--- config.mk ---
export PLATFORM = sky130hd
export DESIGN_NAME = uart_receiver_controller
export DESIGN_NICKNAME = d
export VERILOG_FILES = /design/src/rtl/uart_sys_pkg.sv /design/src/rtl/frame_timeout_counter.sv /design/src/rtl/uart_receiver_controller.sv
export SDC_FILE = /design/constraint.sdc
export NUM_CORES = 1
export LEC_CHECK = 0
export ABC_AREA = 1
export CORE_MARGIN = 2
export CORE_UTILIZATION = 40
export DETAILED_ROUTE_END_ITERATION = 8
export GPL_ROUTABILITY_DRIVEN = 1
export SYNTH_ARGS = -nofsm -noshare
export SYNTH_HDL_FRONTEND = slang
export SYNTH_HIERARCHICAL = 1
export SYNTH_SLANG_ARGS = --single-unit
--- constraint.sdc ---
create_clock -name clk -period 2.3 [get_ports clk]
set_input_delay 0.345 -clock clk [delete_from_list [all_inputs] [get_ports clk]]
set_output_delay 0.345 -clock clk [all_outputs]
set_load 0.02 [all_outputs]
--- src/rtl/uart_sys_pkg.sv ---
// rtl/uart_sys_pkg.sv - shared opcodes, operand addresses and receiver FSM states
package uart_sys_pkg;

   localparam logic [7:0] CMD_REG_WRITE = 8'hAA;
   localparam logic [7:0] CMD_REG_READ  = 8'hBB;
   localparam logic [7:0] CMD_ALU_OP    = 8'hCC;
   localparam logic [7:0] CMD_ALU_NOP   = 8'hDD;

   localparam int OPERAND_A_ADDR = 0;
   localparam int OPERAND_B_ADDR = 1;

   typedef enum logic [2:0] {
      IDLE,
      WR_ADDR,
      WR_DATA,
      RD_ADDR,
      ALU_OPA,
      ALU_OPB,
      ALU_FUNC
   } rx_state_t;

endpackage

--- src/rtl/frame_timeout_counter.sv ---
// rtl/frame_timeout_counter.sv - inter-byte idle counter that flags an abandoned frame
module frame_timeout_counter #(
   parameter int TIMEOUT_CYCLES = 1000
) (
   input  logic clk,
   input  logic reset,
   input  logic clear,
   input  logic count_en,
   output logic expired
);

   localparam int CW = (TIMEOUT_CYCLES > 1) ? $clog2(TIMEOUT_CYCLES) : 1;
   localparam logic [CW-1:0] LAST = CW'(TIMEOUT_CYCLES - 1);

   logic [CW-1:0] count;

   always_ff @(posedge clk) begin
      if (reset)
         count <= '0;
      else if (clear)
         count <= '0;
      else if (count_en)
         count <= count + 1'b1;
   end

   assign expired = count_en && (count == LAST);

endmodule

--- src/rtl/uart_receiver_controller.sv ---
// rtl/uart_receiver_controller.sv - parses received UART bytes into reg-file and ALU strobes
module uart_receiver_controller
   import uart_sys_pkg::*;
#(
   parameter int DATA_WIDTH     = 8,
   parameter int ADDR_WIDTH     = 4,
   parameter int ALU_FUNC_WIDTH = 4,
   parameter int TIMEOUT_CYCLES = 1000
) (
   input  logic                      clk,
   input  logic                      reset,
   input  logic                      uart_receiver_controller_en,
   input  logic                      receiver_parallel_data_valid,
   input  logic [DATA_WIDTH-1:0]     receiver_parallel_data,
   output logic                      reg_file_write_en,
   output logic                      reg_file_read_en,
   output logic [ADDR_WIDTH-1:0]     reg_file_address,
   output logic [DATA_WIDTH-1:0]     reg_file_write_data,
   output logic                      alu_en,
   output logic [ALU_FUNC_WIDTH-1:0] alu_function,
   output logic                      frame_error
);

   rx_state_t                 state, state_nxt;
   logic [ADDR_WIDTH-1:0]     wr_addr_q, wr_addr_nxt;
   logic                      wr_nxt, rd_nxt, alu_nxt, err_nxt;
   logic [ADDR_WIDTH-1:0]     addr_nxt;
   logic [DATA_WIDTH-1:0]     data_nxt;
   logic [ALU_FUNC_WIDTH-1:0] func_nxt;
   logic                      accept, in_frame, count_en, expired;

   assign accept   = uart_receiver_controller_en && receiver_parallel_data_valid;
   assign in_frame = (state != IDLE);
   assign count_en = uart_receiver_controller_en && in_frame;

   frame_timeout_counter #(
      .TIMEOUT_CYCLES (TIMEOUT_CYCLES)
   ) u_timeout (
      .clk      (clk),
      .reset    (reset),
      .clear    (accept || !in_frame || expired),
      .count_en (count_en),
      .expired  (expired)
   );

   always_ff @(posedge clk) begin
      if (reset) begin
         state               <= IDLE;
         wr_addr_q           <= '0;
         reg_file_write_en   <= 1'b0;
         reg_file_read_en    <= 1'b0;
         reg_file_address    <= '0;
         reg_file_write_data <= '0;
         alu_en              <= 1'b0;
         alu_function        <= '0;
         frame_error         <= 1'b0;
      end else begin
         state               <= state_nxt;
         wr_addr_q           <= wr_addr_nxt;
         reg_file_write_en   <= wr_nxt;
         reg_file_read_en    <= rd_nxt;
         reg_file_address    <= addr_nxt;
         reg_file_write_data <= data_nxt;
         alu_en              <= alu_nxt;
         alu_function        <= func_nxt;
         frame_error         <= err_nxt;
      end
   end

   // An accepted byte takes priority over a timeout landing in the same cycle.
   always_comb begin
      state_nxt   = state;
      wr_addr_nxt = wr_addr_q;
      wr_nxt      = 1'b0;
      rd_nxt      = 1'b0;
      alu_nxt     = 1'b0;
      err_nxt     = 1'b0;
      addr_nxt    = reg_file_address;
      data_nxt    = reg_file_write_data;
      func_nxt    = alu_function;
      if (accept) begin
         case (state)
            IDLE: begin
               case (receiver_parallel_data)
                  CMD_REG_WRITE: state_nxt = WR_ADDR;
                  CMD_REG_READ:  state_nxt = RD_ADDR;
                  CMD_ALU_OP:    state_nxt = ALU_OPA;
                  CMD_ALU_NOP:   state_nxt = ALU_FUNC;
                  default:       err_nxt   = 1'b1;
               endcase
            end
            WR_ADDR: begin
               wr_addr_nxt = receiver_parallel_data[ADDR_WIDTH-1:0];
               state_nxt   = WR_DATA;
            end
            WR_DATA: begin
               wr_nxt    = 1'b1;
               addr_nxt  = wr_addr_q;
               data_nxt  = receiver_parallel_data;
               state_nxt = IDLE;
            end
            RD_ADDR: begin
               rd_nxt    = 1'b1;
               addr_nxt  = receiver_parallel_data[ADDR_WIDTH-1:0];
               state_nxt = IDLE;
            end
            ALU_OPA: begin
               wr_nxt    = 1'b1;
               addr_nxt  = ADDR_WIDTH'(OPERAND_A_ADDR);
               data_nxt  = receiver_parallel_data;
               state_nxt = ALU_OPB;
            end
            ALU_OPB: begin
               wr_nxt    = 1'b1;
               addr_nxt  = ADDR_WIDTH'(OPERAND_B_ADDR);
               data_nxt  = receiver_parallel_data;
               state_nxt = ALU_FUNC;
            end
            ALU_FUNC: begin
               alu_nxt   = 1'b1;
               func_nxt  = receiver_parallel_data[ALU_FUNC_WIDTH-1:0];
               state_nxt = IDLE;
            end
            default: state_nxt = IDLE;
         endcase
      end else if (expired) begin
         err_nxt   = 1'b1;
         state_nxt = IDLE;
      end
   end

endmodule

# Yosys cells after proc, flatten, opt, wreduce, memory -nomap -nowiden
# Cells that the tools add are included.
# op_classes
add_sub_neg	1
eq_ne	12
mux	12
bitwise	1
reduce_logical	19
# op_table
op	count
$eq 8x8->1 const B	4
$pmux 3 s4	2
$pmux 4 s4	1
$add 10x1->10 const B	1
$eq 10x10->1 const B	1
$reduce_and 2->1	5
$eq 3x3->1 const B	3
$mux 1	7
$eq 3x2->1 const B	2
$mux 3	2
$ne 6x2->1 const B	1
$reduce_bool 4->1	1
$reduce_or 2->1	2
$reduce_or 4->1	1
$eq 3x1->1 const B	1
$logic_and 1x1->1	3
$logic_not 3->1	1
$reduce_bool 3->1	1
$reduce_or 3->1	1
$logic_or 1x1->1	2
$reduce_bool 2->1	1
$logic_not 1->1	1
$not 1->1	1
# word_totals
regBits	37
in_bits	12
output_inout_bits	20
wordCells	55

# Logic depth before layout (Yosys ltp)
# depth
ltp_word	5
ltp_mapped	11
depth_no_buf	11

# Hierarchy
# The synthesis kept the hierarchy.
# modules_own_cells
module	instances	cells_per_inst	area_per_inst_um2	seq_area_each_um2
uart_receiver_controller	1	171	1246.2	540.5
frame_timeout_counter	1	72	495.5	200.2

# Worst setup path before layout
# Ideal clock, no wire load.
# synth_path
path_kind	register -> register
from	reg state[2]
to	reg state[0]
setup_ps	135
t_arrival_ps	1650
required_ps	2165
setup_slack_ps	515
path_stages_with_launch	11
path_buffers	0
period_less_slack_ps	1785
cell_sequence	dfxtp_1 -> inv_1 -> nand2_1 -> inv_1 -> nor2_1 -> nand3_1 -> nor3_1 -> nor2_1 -> o21bai_2 -> nand2_1 -> a21oi_1
# synth_via
elab_chain_cells	5
elab_cells_between_ends	12
cone_classes	eq/ne (4); mux (2); reduce/logical (6)
# synth_rtl
item	line_no	rtl
from (decl)	uart_receiver_controller.sv:24	rx_state_t state, state_nxt;
from (signal assigned)	uart_receiver_controller.sv:58	state <= state_nxt;
$reduce_bool 3->1	uart_receiver_controller.sv:33	assign in_frame = (state != IDLE);
$logic_and 1x1->1	uart_receiver_controller.sv:34	assign count_en = uart_receiver_controller_en && in_frame;
net count_en	uart_receiver_controller.sv:30	logic accept, in_frame, count_en, expired;
$logic_and 1x1->1	frame_timeout_counter.sv:26	assign expired = count_en && (count == LAST);
net expired	uart_receiver_controller.sv:30	
$reduce_bool 2->1 (no line)	-	
$reduce_and 2->1 (no line)	-	
# The timed path passes the listed nets, and every way through them passes these cells.
# A chain may end at the register's enable or synchronous reset.

# Worst setup path in the final report
# layout_path
from	reg state[0]
to	reg u_timeout.count[4]
# layout_via
elab_chain_cells	5
elab_cells_between_ends	7
cone_classes	reduce/logical (7)
# layout_rtl
item	line_no	rtl
$reduce_bool 3->1	uart_receiver_controller.sv:33	
$logic_and 1x1->1	uart_receiver_controller.sv:34	
net count_en	uart_receiver_controller.sv:30	
$logic_and 1x1->1	frame_timeout_counter.sv:26	
net expired	uart_receiver_controller.sv:30	
$logic_or 1x1->1	uart_receiver_controller.sv:41	.clear (accept || !in_frame || expired),
$reduce_or 2->1 (no line)	-	
to (signal assigned)	frame_timeout_counter.sv:23	count <= count + 1'b1;
to (decl)	frame_timeout_counter.sv:15	logic [CW-1:0] count;
# The timed path passes the listed nets, and every way through them passes these cells.

==> impl_metrics.json <==
{
  "p_int_mw": 0.906,
  "cts_tree": "done",
  "clk-insertion-delay-late_ns": 0.28,
  "peakVddDrop_mv": 0.381,
  "clock_sinks": 37,
  "vias": 1606,
  "path_class": "reg2reg",
  "hold_path.class": "reg2reg",
  "tightest_slew_ns": 0.480,
  "antenna_left": 0,
  "grt_pass1_wl_mm": 6.62,
  "postSynthAreaPerCell_sq_um": 7.17,
  "rows": 23,
  "postLayoutCellArea_sq_um": 2200,
  "coreArea_sq_um": 4090,
  "gp_congestion": 0.910,
  "htree_levels": 2,
  "die_x_um": 70.0,
  "antenna_found_initial": 0,
  "synth_edf_count": 0,
  "period_needed_ns": 1.84,
  "pwr-share-seq": 0.546,
  "ys_async_sr_fraction": 0,
  "leakagePower_nw": 0.904,
  "final_max_slew_viol_count": 0,
  "path_clk_slew_ns": 0.07,
  "finalCritPeriodShare": 0.801,
  "finalClockSkew_ns": 0.00482,
  "drive_gt1_frac": 0.131,
  "layout.nets": 295,
  "max-clock-path-buffers": 2,
  "grt_pass1_vias": 1510,
  "comb_power_share": 0.089,
  "die_y_um": 70.0,
  "switching_share": 0.241,
  "synth_fp_nets": 256,
  "port-buffer-count": 31,
  "fillCellCount": 411,
  "p_total_mw": 1.19,
  "slew_headroom": 0.679,
  "fin_tns_setup_ns": 0,
  "ys_seq_area_frac": 0.425,
  "clkPwrFrac": 0.365,
  "hpwl_mm": 2.95,
  "finalHoldViolCount": 0,
  "overflow": 0,
  "gr-usage-all-layers": 0.168,
  "syn_inst": 243,
  "path_max_fanout": 10,
  "cp.arrival_ns": 2.06,
  "drt-total-wl_mm": 3.92,
  "power_density_nw_per_um2": 542,
  "antenna_cells": 0,
  "numCtsBuffers": 5,
  "yosys_most_used_dff": "dfxtp_1",
  "area_growth_pct": 26.4,
  "floorplan.initialDensity": 0.426,
  "cts-resized-gates": 0,
  "vias_per_cell": 4.82,
  "clockRootBuffer": "clkbuf_8",
  "ys_types": 29,
  "rsz0062_at_grt": "no",
  "clock.fmax_mhz": 543,
  "cp-end-kind": "flip-flop",
  "cts_setup_buffers": 0,
  "syn-cell-area_sq_um": 1740,
  "first_pass_iters": 4,
  "dpl_worst_slack_ns": 0.310,
  "drtIter0Drc": 121,
  "cp-start-kind": "flip-flop",
  "fin_ws_ns": 0.459,
  "die_area_sq_um": 4900,
  "synth-seq-cells": 37,
  "wl_per_cell_um": 11.8,
  "ctsHoldBuffers": 0,
  "drv_cap": 0,
  "yosys_warnings": 6,
  "outcome": "finished clean",
  "grt_max_degree": 18,
  "pin_count": 32,
  "required_ns": 2.52,
  "drc": 0,
  "finalSetupViolCount": 0,
  "p_sw_mw": 0.287,
  "place_area_sq_um": 2120
}
cell usage after synthesis (2+ instances only):
cell	n	area, sq um
nor3_1	3	15.0
inv_2	3	11.3
nand2_4	2	22.5
o21ai_2	2	17.5
nand4_1	2	12.5
nand2_1	49	184
nor2_1	32	120
dfxtp_1	37	741
nor2_2	6	37.5
a21oi_1	24	120
o22ai_1	2	12.5
inv_1	26	97.6
nand3_1	13	65.1
clkbuf_1	2	7.51
a21oi_2	4	35.0
o21ai_0	19	95.1
nand2_2	5	31.3
sequential cells by signal, indices dropped and copies added (netlist names):
name and cells:
reg_file_address 4, reg_file_read_en 1, alu_function 4, wr_addr_q 4
reg_file_write_en 1, frame_error 1, reg_file_write_data 8, u_timeout/count 10
alu_en 1, state 3
power by group through the flow:
stage | clock network, mW | registers (mW) | logic (mW)
after floorplan | 0 | 0.669 | 0.0563
after global placement | 0 | 0.667 | 0.106
after detailed placement | 0 | 0.667 | 0.106
after CTS | 0.446 | 0.652 | 0.107
after global routing | 0.478 | 0.652 | 0.119
final | 0.435 | 0.652 | 0.106
layout make-up:
type	count	area [sq um]	share of cell area
multi-input cells	171	851	0.386
flip-flops and latches	37	741	0.336
repair buffers	35	340	0.155
inverters	32	128	0.0580
clock buffers	8	80.1	0.0364
well taps	50	62.6	0.0284
per-stage QoR:
| step | instances | util | hold slack (ns) |
|---|---|---|---|
| 2_1_floorplan | 243 | - | 0.429 |
| 3_3_place_gp | 325 | 0.519 | 0.442 |
| 3_5_place_dp | 325 | 0.519 | 0.451 |
| 4_1_cts | 333 | 0.539 | 0.461 |
| 5_1_grt | 333 | 0.539 | 0.486 |
| 6_report | 333 | 0.539 | 0.460 |
logic make-up (layout without fill, tap and decap cells):
logic type      after synthesis  after routing  synth area share
simple gates                114            114             0.292
compound gates               56             56             0.189
buf+inv                      35             75            0.0862
fa+ha+maj                     1              1           0.00718
flops                        37             37             0.425
critical path: stages (launching register included):
cell     delay [ns]
dfxtp_1        0.38
nor2_1         0.20
nand2_1        0.09
inv_1          0.08
nor2_1         0.06
nand3_1        0.10
nor3_1         0.09
nor2_1         0.12
nand2_1        0.07
nor2_2         0.32
o21ai_0        0.15
a21oi_1        0.12
layout by cell type, fill, tap and decap left out, drive strengths merged:
cell type and n:
a21boi 1, a21oi 28, buf 4, clkbuf 8, clkdlybuf4s50 31, clkinv 2
dfxtp 37, ha 1, inv 30, nand2 56, nand3 14, nand4 2
nor2 39, nor3 3, o21ai 23, o21bai 1, o221ai 1, o22ai 2
worst paths after layout:
path                              startpoint  slack (ns)  depth (start not counted)                  to
worst min-delay path            wr_addr_q[1]        0.46                          2        wr_addr_q[1]
worst max-delay path                state[0]        0.46                         11  u_timeout/count[4]
worst min register to register  wr_addr_q[1]        0.46                          2        wr_addr_q[1]
worst max register to register      state[0]        0.46                         11  u_timeout/count[4]
routing by layer:
metal,GRT usage,wire [um],part of all wire,vias to the layer above
met4,0.0449,61,0.016,0
met5,0,0,0,-
li1,-,-,-,867
met3,0.0505,151,0.038,10
met1,0.212,1980,0.51,695
met2,0.277,1730,0.44,34
Note: power is estimated with default switching activity, not from simulation.
